<file path="config.mk">
export PLATFORM = sky130hd
export DESIGN_NAME = r_engine_flat
export DESIGN_NICKNAME = d
export VERILOG_FILES = /design/src/rtl/redma_pkg.sv /design/src/rtl/redma_if.sv /design/src/rtl/r_engine_byte_realigner.sv /design/src/rtl/r_engine.sv /design/src/flat_wrapper.sv
export SDC_FILE = /design/constraint.sdc
export NUM_CORES = 1
export LEC_CHECK = 0
export ABC_AREA = 1
export CORE_MARGIN = 2
export CORE_UTILIZATION = 50
export CTS_CLUSTER_DIAMETER = 200
export DETAILED_ROUTE_END_ITERATION = 6
export HOLD_SLACK_MARGIN = 0.02
export PLACE_DENSITY = 0.79
export SYNTH_ARGS = -nofsm -noshare
export SYNTH_HDL_FRONTEND = slang
export SYNTH_SLANG_ARGS = --single-unit
</file>
<file path="constraint.sdc">
create_clock -name clk -period 6.5 [get_ports clk]
set_input_delay 0.65 -clock clk [delete_from_list [all_inputs] [get_ports clk]]
set_output_delay 0.65 -clock clk [all_outputs]
set_load 0.005 [all_outputs]
</file>
<file path="src/rtl/redma_pkg.sv">
// Shared definitions for the copy-engine datapath: FSM state encoding,
// AXI RRESP encodings and the address low-bit width helper.
package redma_pkg;

    typedef logic [1:0] state_t;

    localparam state_t ST_IDLE   = 2'd0;
    localparam state_t ST_STREAM = 2'd1;
    localparam state_t ST_FLUSH  = 2'd2;
    localparam state_t ST_DONE   = 2'd3;

    localparam logic [1:0] RRESP_OKAY   = 2'b00;
    localparam logic [1:0] RRESP_EXOKAY = 2'b01;
    localparam logic [1:0] RRESP_SLVERR = 2'b10;
    localparam logic [1:0] RRESP_DECERR = 2'b11;

    // SLVERR and DECERR both have bit 1 set
    localparam int RRESP_ERR_BIT = 1;

    // Number of address bits that select a byte lane within one data beat
    function automatic int LOW_ALIGN_BITS(input int data_width);
        return $clog2(data_width / 8);
    endfunction

endpackage

</file>
<file path="src/rtl/redma_if.sv">
// Channel bundles used by the copy-engine datapath: AXI4 read-data channel
// and the write side of the inter-engine data FIFO.
interface AXI4_R #(
    parameter int DATA_WIDTH = 64
) ();
    logic                  rvalid;
    logic                  rready;
    logic [DATA_WIDTH-1:0] rdata;
    logic [1:0]            rresp;
    logic                  rlast;

    modport slave  (input  rvalid, rdata, rresp, rlast, output rready);
    modport master (output rvalid, rdata, rresp, rlast, input  rready);
endinterface

interface FIFO_WRITE #(
    parameter int DATA_WIDTH = 64
) ();
    logic                  write;
    logic [DATA_WIDTH-1:0] data;
    logic                  full;

    modport master (output write, data, input  full);
    modport slave  (input  write, data, output full);
endinterface

</file>
<file path="src/rtl/r_engine_byte_realigner.sv">
// byte_realigner: combinational 2W-to-W byte selector. Output lane j takes
// window byte W - shift + j, so shift = 0 returns the upper (current) half.
module byte_realigner #(
    parameter int W = 8
) (
    input  logic [2*W*8-1:0]      i_window,
    input  logic [$clog2(W)-1:0]  i_shift,
    output logic [W*8-1:0]        o_data
);

    // Barrel-select each output lane from the byte window
    always_comb begin
        o_data = '0;
        for (int j = 0; j < W; j++) begin
            o_data[j*8 +: 8] = i_window[(W - int'(i_shift) + j)*8 +: 8];
        end
    end

endmodule

</file>
<file path="src/rtl/r_engine.sv">
// r_engine: read-data stage of the copy datapath. Accepts the R beats of one
// transfer, shifts bytes from source lane alignment to destination lane
// alignment through a one-beat carry register, and pushes realigned beats
// into the data FIFO, adding a trailing flush beat when the destination
// spans more beats than the source.
// Optional feature macro: R_ENGINE_RESP_CHECK_EN (sticky rresp error flag).
module r_engine
    import redma_pkg::*;
#(
    parameter int AXI_DATA_WIDTH      = 64,
    parameter int INTERNAL_ADDR_WIDTH = 32,
    parameter int BTT_WIDTH           = 16
) (
    input  logic                           clk,
    input  logic                           rstn,
    input  logic                           start,
    input  logic [INTERNAL_ADDR_WIDTH-1:0] src_addr,
    input  logic [INTERNAL_ADDR_WIDTH-1:0] dst_addr,
    input  logic [BTT_WIDTH-1:0]           btt,
    output logic                           idle,
    output logic                           done,
    output logic                           error,
    AXI4_R.slave                           r_chan,
    FIFO_WRITE.master                      data_fifo
);

    localparam int W  = AXI_DATA_WIDTH / 8;
    localparam int LW = LOW_ALIGN_BITS(AXI_DATA_WIDTH);
    // beat counters are wide enough for ceil((btt + W - 1) / W) without overflow
    localparam int CW = BTT_WIDTH - LW + 1;
    localparam int SW = BTT_WIDTH + 2;

    state_t                    r_state;
    logic [LW-1:0]             r_d;
    logic                      r_skip_pending;
    logic                      r_flush;
    logic [CW-1:0]             r_in_left;
    logic [AXI_DATA_WIDTH-1:0] r_prev;

    logic [LW-1:0]             w_so;
    logic [LW-1:0]             w_do;
    logic [LW-1:0]             w_d;
    logic [SW-1:0]             w_in_sum;
    logic [SW-1:0]             w_out_sum;
    logic [CW-1:0]             w_in_beats;
    logic [CW-1:0]             w_out_beats;
    logic                      w_skip;
    logic                      w_flush;
    logic                      w_start;
    logic                      w_accept;
    logic                      w_last_accept;
    logic [AXI_DATA_WIDTH-1:0] w_cur;
    logic [AXI_DATA_WIDTH-1:0] w_aligned;
    logic                      w_unused;

    assign w_so = src_addr[LW-1:0];
    assign w_do = dst_addr[LW-1:0];
    // lane shift wraps modulo W
    assign w_d  = w_do - w_so;

    assign w_in_sum    = SW'(btt) + SW'(w_so) + SW'(W - 1);
    assign w_out_sum   = SW'(btt) + SW'(w_do) + SW'(W - 1);
    assign w_in_beats  = CW'(w_in_sum >> LW);
    assign w_out_beats = CW'(w_out_sum >> LW);
    // when the destination offset is below the source offset the first
    // source beat only fills the carry register and produces no output
    assign w_skip      = (w_do < w_so);
    assign w_flush     = (w_out_beats > (w_in_beats - CW'(w_skip)));

    assign w_start       = start && (r_state == ST_IDLE);
    assign r_chan.rready = (r_state == ST_STREAM) && (r_skip_pending || !data_fifo.full);
    assign w_accept      = r_chan.rvalid && r_chan.rready;
    assign w_last_accept = w_accept && (r_in_left == CW'(1));

    // the flush beat is the carry register shifted against an all-zero beat
    assign w_cur = (r_state == ST_STREAM) ? r_chan.rdata : '0;

    byte_realigner #(
        .W (W)
    ) u_realigner (
        .i_window ({w_cur, r_prev}),
        .i_shift  (r_d),
        .o_data   (w_aligned)
    );

    assign data_fifo.data  = w_aligned;
    assign data_fifo.write = ((r_state == ST_STREAM) && w_accept && !r_skip_pending) ||
                             ((r_state == ST_FLUSH) && !data_fifo.full);

    assign idle = (r_state == ST_IDLE);
    assign done = (r_state == ST_DONE);

    // Control FSM, beat counter and carry register
    always_ff @(posedge clk) begin
        if (!rstn) begin
            r_state        <= ST_IDLE;
            r_d            <= '0;
            r_skip_pending <= 1'b0;
            r_flush        <= 1'b0;
            r_in_left      <= '0;
            r_prev         <= '0;
        end else begin
            case (r_state)
                ST_IDLE: begin
                    if (w_start) begin
                        r_d            <= w_d;
                        r_skip_pending <= w_skip;
                        r_flush        <= w_flush;
                        r_in_left      <= w_in_beats;
                        r_prev         <= '0;
                        r_state        <= (btt == '0) ? ST_DONE : ST_STREAM;
                    end
                end
                ST_STREAM: begin
                    if (w_accept) begin
                        r_prev         <= r_chan.rdata;
                        r_in_left      <= r_in_left - CW'(1);
                        r_skip_pending <= 1'b0;
                        if (w_last_accept) begin
                            r_state <= r_flush ? ST_FLUSH : ST_DONE;
                        end
                    end
                end
                ST_FLUSH: begin
                    if (!data_fifo.full) begin
                        r_state <= ST_DONE;
                    end
                end
                ST_DONE: begin
                    r_state <= ST_IDLE;
                end
                default: begin
                    r_state <= ST_IDLE;
                end
            endcase
        end
    end

`ifdef R_ENGINE_RESP_CHECK_EN
    logic r_error;

    // Sticky response error, cleared only by an accepted start
    always_ff @(posedge clk) begin
        if (!rstn) begin
            r_error <= 1'b0;
        end else if (w_start) begin
            r_error <= 1'b0;
        end else if (w_accept && r_chan.rresp[RRESP_ERR_BIT]) begin
            r_error <= 1'b1;
        end
    end

    assign error = r_error;
`else
    assign error = 1'b0;
`endif

    // rlast and the upper address bits carry no meaning for this stage
    assign w_unused = &{1'b0, r_chan.rlast, r_chan.rresp, src_addr, dst_addr};

endmodule

</file>
<file path="src/flat_wrapper.sv">
// flat-port wrapper written by rule: the top's interface ports become plain ports
module r_engine_flat import redma_pkg::*;
#(
    parameter int AXI_DATA_WIDTH      = 64,
    parameter int INTERNAL_ADDR_WIDTH = 32,
    parameter int BTT_WIDTH           = 16
)
  (clk, rstn, start, src_addr, dst_addr, btt, idle, done, error, r_chan_rvalid, r_chan_rdata, r_chan_rresp, r_chan_rlast, r_chan_rready, data_fifo_write, data_fifo_data, data_fifo_full);
  AXI4_R #(.DATA_WIDTH(64)) r_chan_i ();
  FIFO_WRITE #(.DATA_WIDTH(64)) data_fifo_i ();
  input  logic clk;
  input  logic rstn;
  input  logic start;
  input  logic [INTERNAL_ADDR_WIDTH-1:0] src_addr;
  input  logic [INTERNAL_ADDR_WIDTH-1:0] dst_addr;
  input  logic [BTT_WIDTH-1:0] btt;
  output logic idle;
  output logic done;
  output logic error;
  input wire logic [$bits(r_chan_i.rvalid)-1:0] r_chan_rvalid;
  input wire logic [$bits(r_chan_i.rdata)-1:0] r_chan_rdata;
  input wire logic [$bits(r_chan_i.rresp)-1:0] r_chan_rresp;
  input wire logic [$bits(r_chan_i.rlast)-1:0] r_chan_rlast;
  output wire logic [$bits(r_chan_i.rready)-1:0] r_chan_rready;
  output wire logic [$bits(data_fifo_i.write)-1:0] data_fifo_write;
  output wire logic [$bits(data_fifo_i.data)-1:0] data_fifo_data;
  input wire logic [$bits(data_fifo_i.full)-1:0] data_fifo_full;
  assign r_chan_i.rvalid = r_chan_rvalid;
  assign r_chan_i.rdata = r_chan_rdata;
  assign r_chan_i.rresp = r_chan_rresp;
  assign r_chan_i.rlast = r_chan_rlast;
  assign r_chan_rready = r_chan_i.rready;
  assign data_fifo_write = data_fifo_i.write;
  assign data_fifo_data = data_fifo_i.data;
  assign data_fifo_i.full = data_fifo_full;
  r_engine #(.AXI_DATA_WIDTH(AXI_DATA_WIDTH), .INTERNAL_ADDR_WIDTH(INTERNAL_ADDR_WIDTH), .BTT_WIDTH(BTT_WIDTH)) u_core (.clk(clk), .rstn(rstn), .start(start), .src_addr(src_addr), .dst_addr(dst_addr), .btt(btt), .idle(idle), .done(done), .error(error), .r_chan(r_chan_i), .data_fifo(data_fifo_i));
endmodule
</file>
==> results.sh, run 1 <==
export IMPL_status="complete, no violations"
export IMPL_worstSetupEndpointType="output pin"
export IMPL_p_leak_nw=5.52
export IMPL_crit_arrival_ps=4980
export IMPL_grt_overflow_total=0
export IMPL_ioPinCount=221
export IMPL_synth_area_leader_cell="nand2_1"
export IMPL_final_common_cell="nand2_1"
export IMPL_cts_htree_levels=3
export IMPL_layout_drive_gt1_share_pct=2.54
export IMPL_drt_total_wl_mm=41.1
export IMPL_cts_buffer_depth=2
export IMPL_rsz0062_at_grt="no"
export IMPL_maxCapViolCount=0
export IMPL_grt_use_met2_pct=55.6
export IMPL_viasPerCell=5.69
export IMPL_drtIter0Drc=1437
export IMPL_insertion_delay_ps=370
export IMPL_coreArea_um2=20300
export IMPL_nets=2235
export IMPL_antenna_left=0
export IMPL_r2r_start="u_core.r_state[1]$_SDFFE_PN0P_"
export IMPL_finalPower_w=0.00701
export IMPL_cts_root_buffer="clkbuf_16"
export IMPL_hold_start="u_core.r_prev[46]$_SDFFE_PN0P_"
export IMPL_cts_tree="done"
export IMPL_io_buffer_count=158
export IMPL_place_gp_congestion=0.986
export IMPL_grt_busiest_layer="met2"
export IMPL_detail_route_wl_per_cell_um=17.8
export IMPL_path_delay_family="buffers and inverters"
export IMPL_cts_sinks=85
export IMPL_worst_ep_required_time_ps=5850
export IMPL_finalHoldViolations=0
export IMPL_synth_edf_count=0
export IMPL_area_delta_synth_final_pct=18.0
export IMPL_die_area_um2=21900
export IMPL_yosys_warnings=0
export IMPL_die_h_um=148
export IMPL_synth_area_leaders="nand2_1, dfxtp_1, o21ai_0"
export IMPL_use_met3_pct=5.64
export IMPL_final_util_pct=60.3
export IMPL_critPathSlowestCell="clkinv_1"
export IMPL_cpPeakStageDelay_ps=730
export IMPL_synth_top_cell_area_share_pct=25.5
export IMPL_grt_pass1_vias=11246
export IMPL_avgSynthCellArea_um2=5.27
export IMPL_start_util_pct=51.2
export IMPL_startpoint="u_core.r_d[2]$_SDFFE_PN0P_"
export IMPL_holdWs_ps=464
export IMPL_synthFlopType="dfxtp_1"
export IMPL_n_fill_cell=2123
export IMPL_fin_crit_sh_pct=86.6
export IMPL_cts_resized=0
export IMPL_cts_buffers=9
export IMPL_via_count=13171
export IMPL_setup_viol=0
export IMPL_grt_usage_pct=36.5
export IMPL_peakVddDrop_mv=0.255
export IMPL_async_flop_share_pct=0
export IMPL_remaining_drc_errors=0
export IMPL_worst_slew_pin_slew_ps=1140
export IMPL_powerDensity_nw_per_um2=572
export IMPL_setup_ws_ps=868
export IMPL_n_antenna_cell=0
export IMPL_cp_cell_sequence="buf_4, nor2_1, nor2_2, buf_4, clkinv_1, ha_1, xor2_1, inv_1, nand2_2, inv_1, nand3_1, a21oi_1, clkdlybuf4s50_1"
export IMPL_synthesis_area_um2=10400
export IMPL_ys_seq_area_share_pct=16.4
export IMPL_dp_hpwl_mm=31.8
export IMPL_postSynthCellCount=1972
export IMPL_crit_path_start_kind="register"
export IMPL_hold_class="reg -> reg"
export IMPL_place_ws_ps=1460
export IMPL_rows=52
export IMPL_cp_buffers_inverters=6
export IMPL_use_met1_pct=52.5
export IMPL_die_x_um=148
export IMPL_final_cell_mix="nand2_1, o21ai_0, inv_1"
export IMPL_fmax_mhz=178
export IMPL_ctsHoldBuffers=0
export IMPL_antenna_found_initial=0
export IMPL_path_class="reg -> out"
export IMPL_grt_max_degree=90
export IMPL_syn_nets=2168
export IMPL_slew_headroom_pct=24.2
export IMPL_ys_ff_latch=85
export IMPL_period_needed_ps=5630
export IMPL_first_pass_iters=6
export IMPL_totalNegativeSetupSlack_ps=0
export IMPL_clkTransAtPathRegs_ps=80
export IMPL_postCtsSetupRepairBufs=0
export IMPL_grt_pass1_wl_mm=62.3
export IMPL_worstPathMaxFanout=37
export IMPL_ys_types=40
export IMPL_final_setup_skew_ps=17.4
export IMPL_drv_slew=0
[power breakdown]
| group | internal (W) | switching [W] | total [W] |
|---|---|---|---|
| logic | 0.00217 | 0.00361 | 0.00578 |
| clock network | 0.000271 | 0.000271 | 0.000542 |
| registers | 0.000621 | 0.0000676 | 0.000689 |
| total | 0.00306 | 0.00395 | 0.00701 |
[worst min-delay path, cell delays in order (launching register included)]
cell     delay, ps
dfxtp_1        310
nand2_1         60
a21oi_1         50
[state kept, by name (all words and copies together), names as in the netlist]
name / flops
u_core.r_in_left: 14
u_core.r_flush: 1
u_core.r_prev: 64
u_core.r_state: 2
u_core.r_skip_pending: 1
u_core.r_d: 3
[synthesized netlist by cell type (2+ instances only)]
library cell,instances
buf_1,8
and2_1,2
buf_2,35
nand3_1,85
o211ai_1,7
o21ai_1,31
o22ai_1,19
o21a_1,3
xnor2_1,3
nor3b_1,5
nand4_1,10
nand2_1,706
o21ai_0,299
o221ai_1,8
nor2_1,106
nor4_1,4
a21oi_1,154
buf_4,3
inv_1,223
ha_1,43
clkinv_1,3
nor3_1,9
clkbuf_1,72
a211oi_1,3
xor2_1,17
mux2i_1,9
o21bai_1,2
dfxtp_1,85
inv_2,7
[metrics by stage]
stage | instances | area [µm²]
4_1_cts | 2314 | 12200
6_report | 2314 | 12200
3_5_place_dp | 2298 | 12000
2_1_floorplan | 1972 | 10400
3_3_place_gp | 2298 | 12000
5_1_grt | 2314 | 12200
[layer usage]
layer	routed length (µm)	up-vias	share of wire, %
li1	-	6471	-
met4	1420	0	3.4
met1	17700	5976	43
met3	4390	63	11
met5	0	-	0
met2	17700	661	43
[final cells by class]
class | instances | area (µm²) | share of cell area [%]
Multi-Input combinational cell | 1536 | 7340 | 59.9
Sequential cell | 85 | 1710 | 13.9
Timing Repair Buffer | 174 | 1700 | 13.9
Inverter | 233 | 876 | 7.15
Tap cell | 270 | 338 | 2.76
Clock buffer | 9 | 225 | 1.84
Clock inverter | 7 | 65.1 | 0.531
[path summary, 6_finish.rpt]
kind	to	slack, ps	cells after the start
min reg2reg	u_core.r_prev[46]$_SDFFE_PN0P_	460	2
max reg2reg	u_core.r_prev[35]$_SDFFE_PN0P_	3020	13
max	data_fifo_data[26]	870	13
min	u_core.r_prev[46]$_SDFFE_PN0P_	460	2
[logic make-up (layout without fill, tap and decap cells)]
| group | count (synthesis) | in the layout | synth area share (%) |
|---|---|---|---|
| AND/OR/NAND/NOR | 931 | 931 | 35.5 |
| adder cells (fa/ha/maj) | 44 | 44 | 5.37 |
| XOR/XNOR | 22 | 22 | 2.00 |
| buffers and inverters | 351 | 423 | 13.2 |
| flip-flops | 85 | 85 | 16.4 |
| other | 1 | 1 | 0.0361 |
| AO/OA/AOI/OAI | 529 | 529 | 26.6 |
| multiplexers | 9 | 9 | 0.868 |
No activity file was read; power rests on OpenSTA's default activity.
==> inputs of run 2 (changes only) <==
SLEW_MARGIN = 20   (was unset)
==> run 2 against run 1 <==
Compared with the run above:
- via count down 0.16%
- combinational power barely moved
- flip-flop and latch count unchanged
- register-to-register slack barely moved
- final area hardly changed
- routed wire length decreased by 0.18%
- sequential share of layout area about the same
- sequential power is essentially flat
- final cell count stayed put
- worst hold slack about the same
- critical path depth unchanged
- critical endpoint unchanged
- highest routed layer unchanged
==> results.sh, run 2 (synthesis gave the netlist of run 1 again) <==
export IMPL_drv_slew=0
export IMPL_ctsHoldBuffers=0
export IMPL_cts_htree_levels=3
export IMPL_grt_pass1_vias=11246
export IMPL_setup_viol=0
export IMPL_final_common_cell="nand2_1"
export IMPL_switching_power_w=0.00394
export IMPL_worst_ep_required_time_ps=5850
export IMPL_largest_reg_flops=64
export IMPL_io_buffer_count=158
export IMPL_cts_sinks=85
export IMPL_peakVddDrop_mv=0.252
export IMPL_via_count=13150
export IMPL_totalNegativeSetupSlack_ps=0
export IMPL_place_ws_ps=1460
export IMPL_worst_slew_pin_slew_ps=1080
export IMPL_grt_usage_pct=36.5
export IMPL_first_pass_iters=7
export IMPL_cp_cell_sequence="buf_4, nor2_1, nor2_2, buf_4, clkinv_1, ha_1, xor2_1, inv_1, nand2_2, inv_1, nand3_1, a21oi_1, clkdlybuf4s50_1"
export IMPL_p_comb_share_pct=82.4
export IMPL_rows=52
export IMPL_coreArea_um2=20300
export IMPL_cts_root_buffer="clkbuf_16"
export IMPL_cts_buffers=9
export IMPL_grt_pass1_wl_mm=62.3
export IMPL_final_setup_skew_ps=16.6
export IMPL_seqPwrFrac_pct=9.8
export IMPL_maxCapViolCount=0
export IMPL_grt_overflow_total=0
export IMPL_hold_class="reg -> reg"
export IMPL_worstSetupEndpointType="output pin"
export IMPL_place_gp_congestion=0.986
export IMPL_cpPeakStageDelay_ps=730
export IMPL_status="complete, no violations"
export IMPL_cts_resized=0
export IMPL_reg_largest_list="u_core.r_prev x64, u_core.r_in_left x14, u_core.r_d x3"
export IMPL_switching_share_pct=56.3
export IMPL_clkTransAtPathRegs_ps=80
export IMPL_area_delta_synth_final_pct=18.0
export IMPL_crit_path_start_kind="register"
export IMPL_grt_max_degree=90
export IMPL_detail_route_wl_per_cell_um=17.7
export IMPL_final_util_pct=60.3
export IMPL_antenna_found_initial=0
export IMPL_viasPerCell=5.68
export IMPL_cts_buffer_depth=2
export IMPL_worstPathMaxFanout=37
export IMPL_die_x_um=148
export IMPL_path_delay_family="buffers and inverters"
export IMPL_antenna_left=0
export IMPL_fmax_mhz=178
export IMPL_start_util_pct=51.2
export IMPL_internal_power_w=0.00306
export IMPL_remaining_drc_errors=0
export IMPL_layout_drive_gt1_share_pct=2.54
export IMPL_crit_arrival_ps=4960
export IMPL_n_antenna_cell=0
export IMPL_fin_crit_sh_pct=86.3
export IMPL_p_leak_nw=5.52
export IMPL_finalHoldViolations=0
export IMPL_path_class="reg -> out"
export IMPL_final_cell_mix="nand2_1, o21ai_0, inv_1"
export IMPL_drtIter0Drc=1437
export IMPL_die_area_um2=21900
export IMPL_slew_headroom_pct=27.5
export IMPL_setup_ws_ps=893
export IMPL_drt_total_wl_mm=41.1
export IMPL_dp_hpwl_mm=31.8
export IMPL_clkPwrFrac_pct=7.7
export IMPL_period_needed_ps=5610
export IMPL_insertion_delay_ps=370
export IMPL_nets=2235
export IMPL_rsz0062_at_grt="no"
export IMPL_cp_buffers_inverters=6
export IMPL_cts_tree="done"
export IMPL_powerDensity_nw_per_um2=572
export IMPL_top_register="u_core.r_prev"
export IMPL_postCtsSetupRepairBufs=0
export IMPL_ioPinCount=221
export IMPL_critPathSlowestCell="clkinv_1"
export IMPL_die_h_um=148
run 2: path summary, 6_finish.rpt:
check / from / cells past startpoint / slack (ps) / endpoint
worst max-delay path: u_core.r_d[2]$_SDFFE_PN0P_ / 13 / 890 / data_fifo_data[26]
worst min-delay path: u_core.r_prev[63]$_SDFFE_PN0P_ / 2 / 460 / u_core.r_prev[63]$_SDFFE_PN0P_
worst max register to register: u_core.r_state[1]$_SDFFE_PN0P_ / 13 / 3030 / u_core.r_prev[35]$_SDFFE_PN0P_
worst min register to register: u_core.r_prev[63]$_SDFFE_PN0P_ / 2 / 460 / u_core.r_prev[63]$_SDFFE_PN0P_
run 2: layout make-up:
| class | count | area (µm²) |
|---|---|---|
| clock buffers | 9 | 225 |
| inverters | 233 | 877 |
| clock inverters | 7 | 65.1 |
| repair buffers | 174 | 1700 |
| fillers | 2122 | 8050 |
| flip-flops and latches | 85 | 1710 |
| multi-input cells | 1536 | 7340 |
| well taps | 270 | 338 |
run 2: metrics by stage:
step | hold WS (ps) | std cells | cell area [µm²] | power (W)
after floorplan | 441 | 1972 | 10400 | 0.00404
after global placement | 449 | 2298 | 12000 | 0.00624
after detailed placement | 453 | 2298 | 12000 | 0.00631
after CTS | 463 | 2314 | 12200 | 0.00686
after global routing | 476 | 2314 | 12300 | 0.00754
final | 464 | 2314 | 12300 | 0.00700
run 2: power groups by stage:
stage	Combinational (W)	Clock [W]	Sequential [W]
after floorplan	0.00335	0	0.000684
after global placement	0.00555	0	0.000694
after detailed placement	0.00561	0	0.000697
after CTS	0.00563	0.000542	0.000686
after global routing	0.00628	0.000561	0.000699
final	0.00577	0.000541	0.000689
run 2: routing by layer:
layer  vias to the layer above  track usage [%]  share of wire (%)
met3                        75             5.64                 11
met4                         0             12.8                3.5
met2                       677             55.6                 43
met1                      5927             52.5                 43
met5                         -                0                  0
li1                       6471                -                  -
run 2: worst min-delay path, stage by stage (launching register included):
cell and delay [ps]:
dfxtp_1 310, nand2_1 60, a21oi_1 50
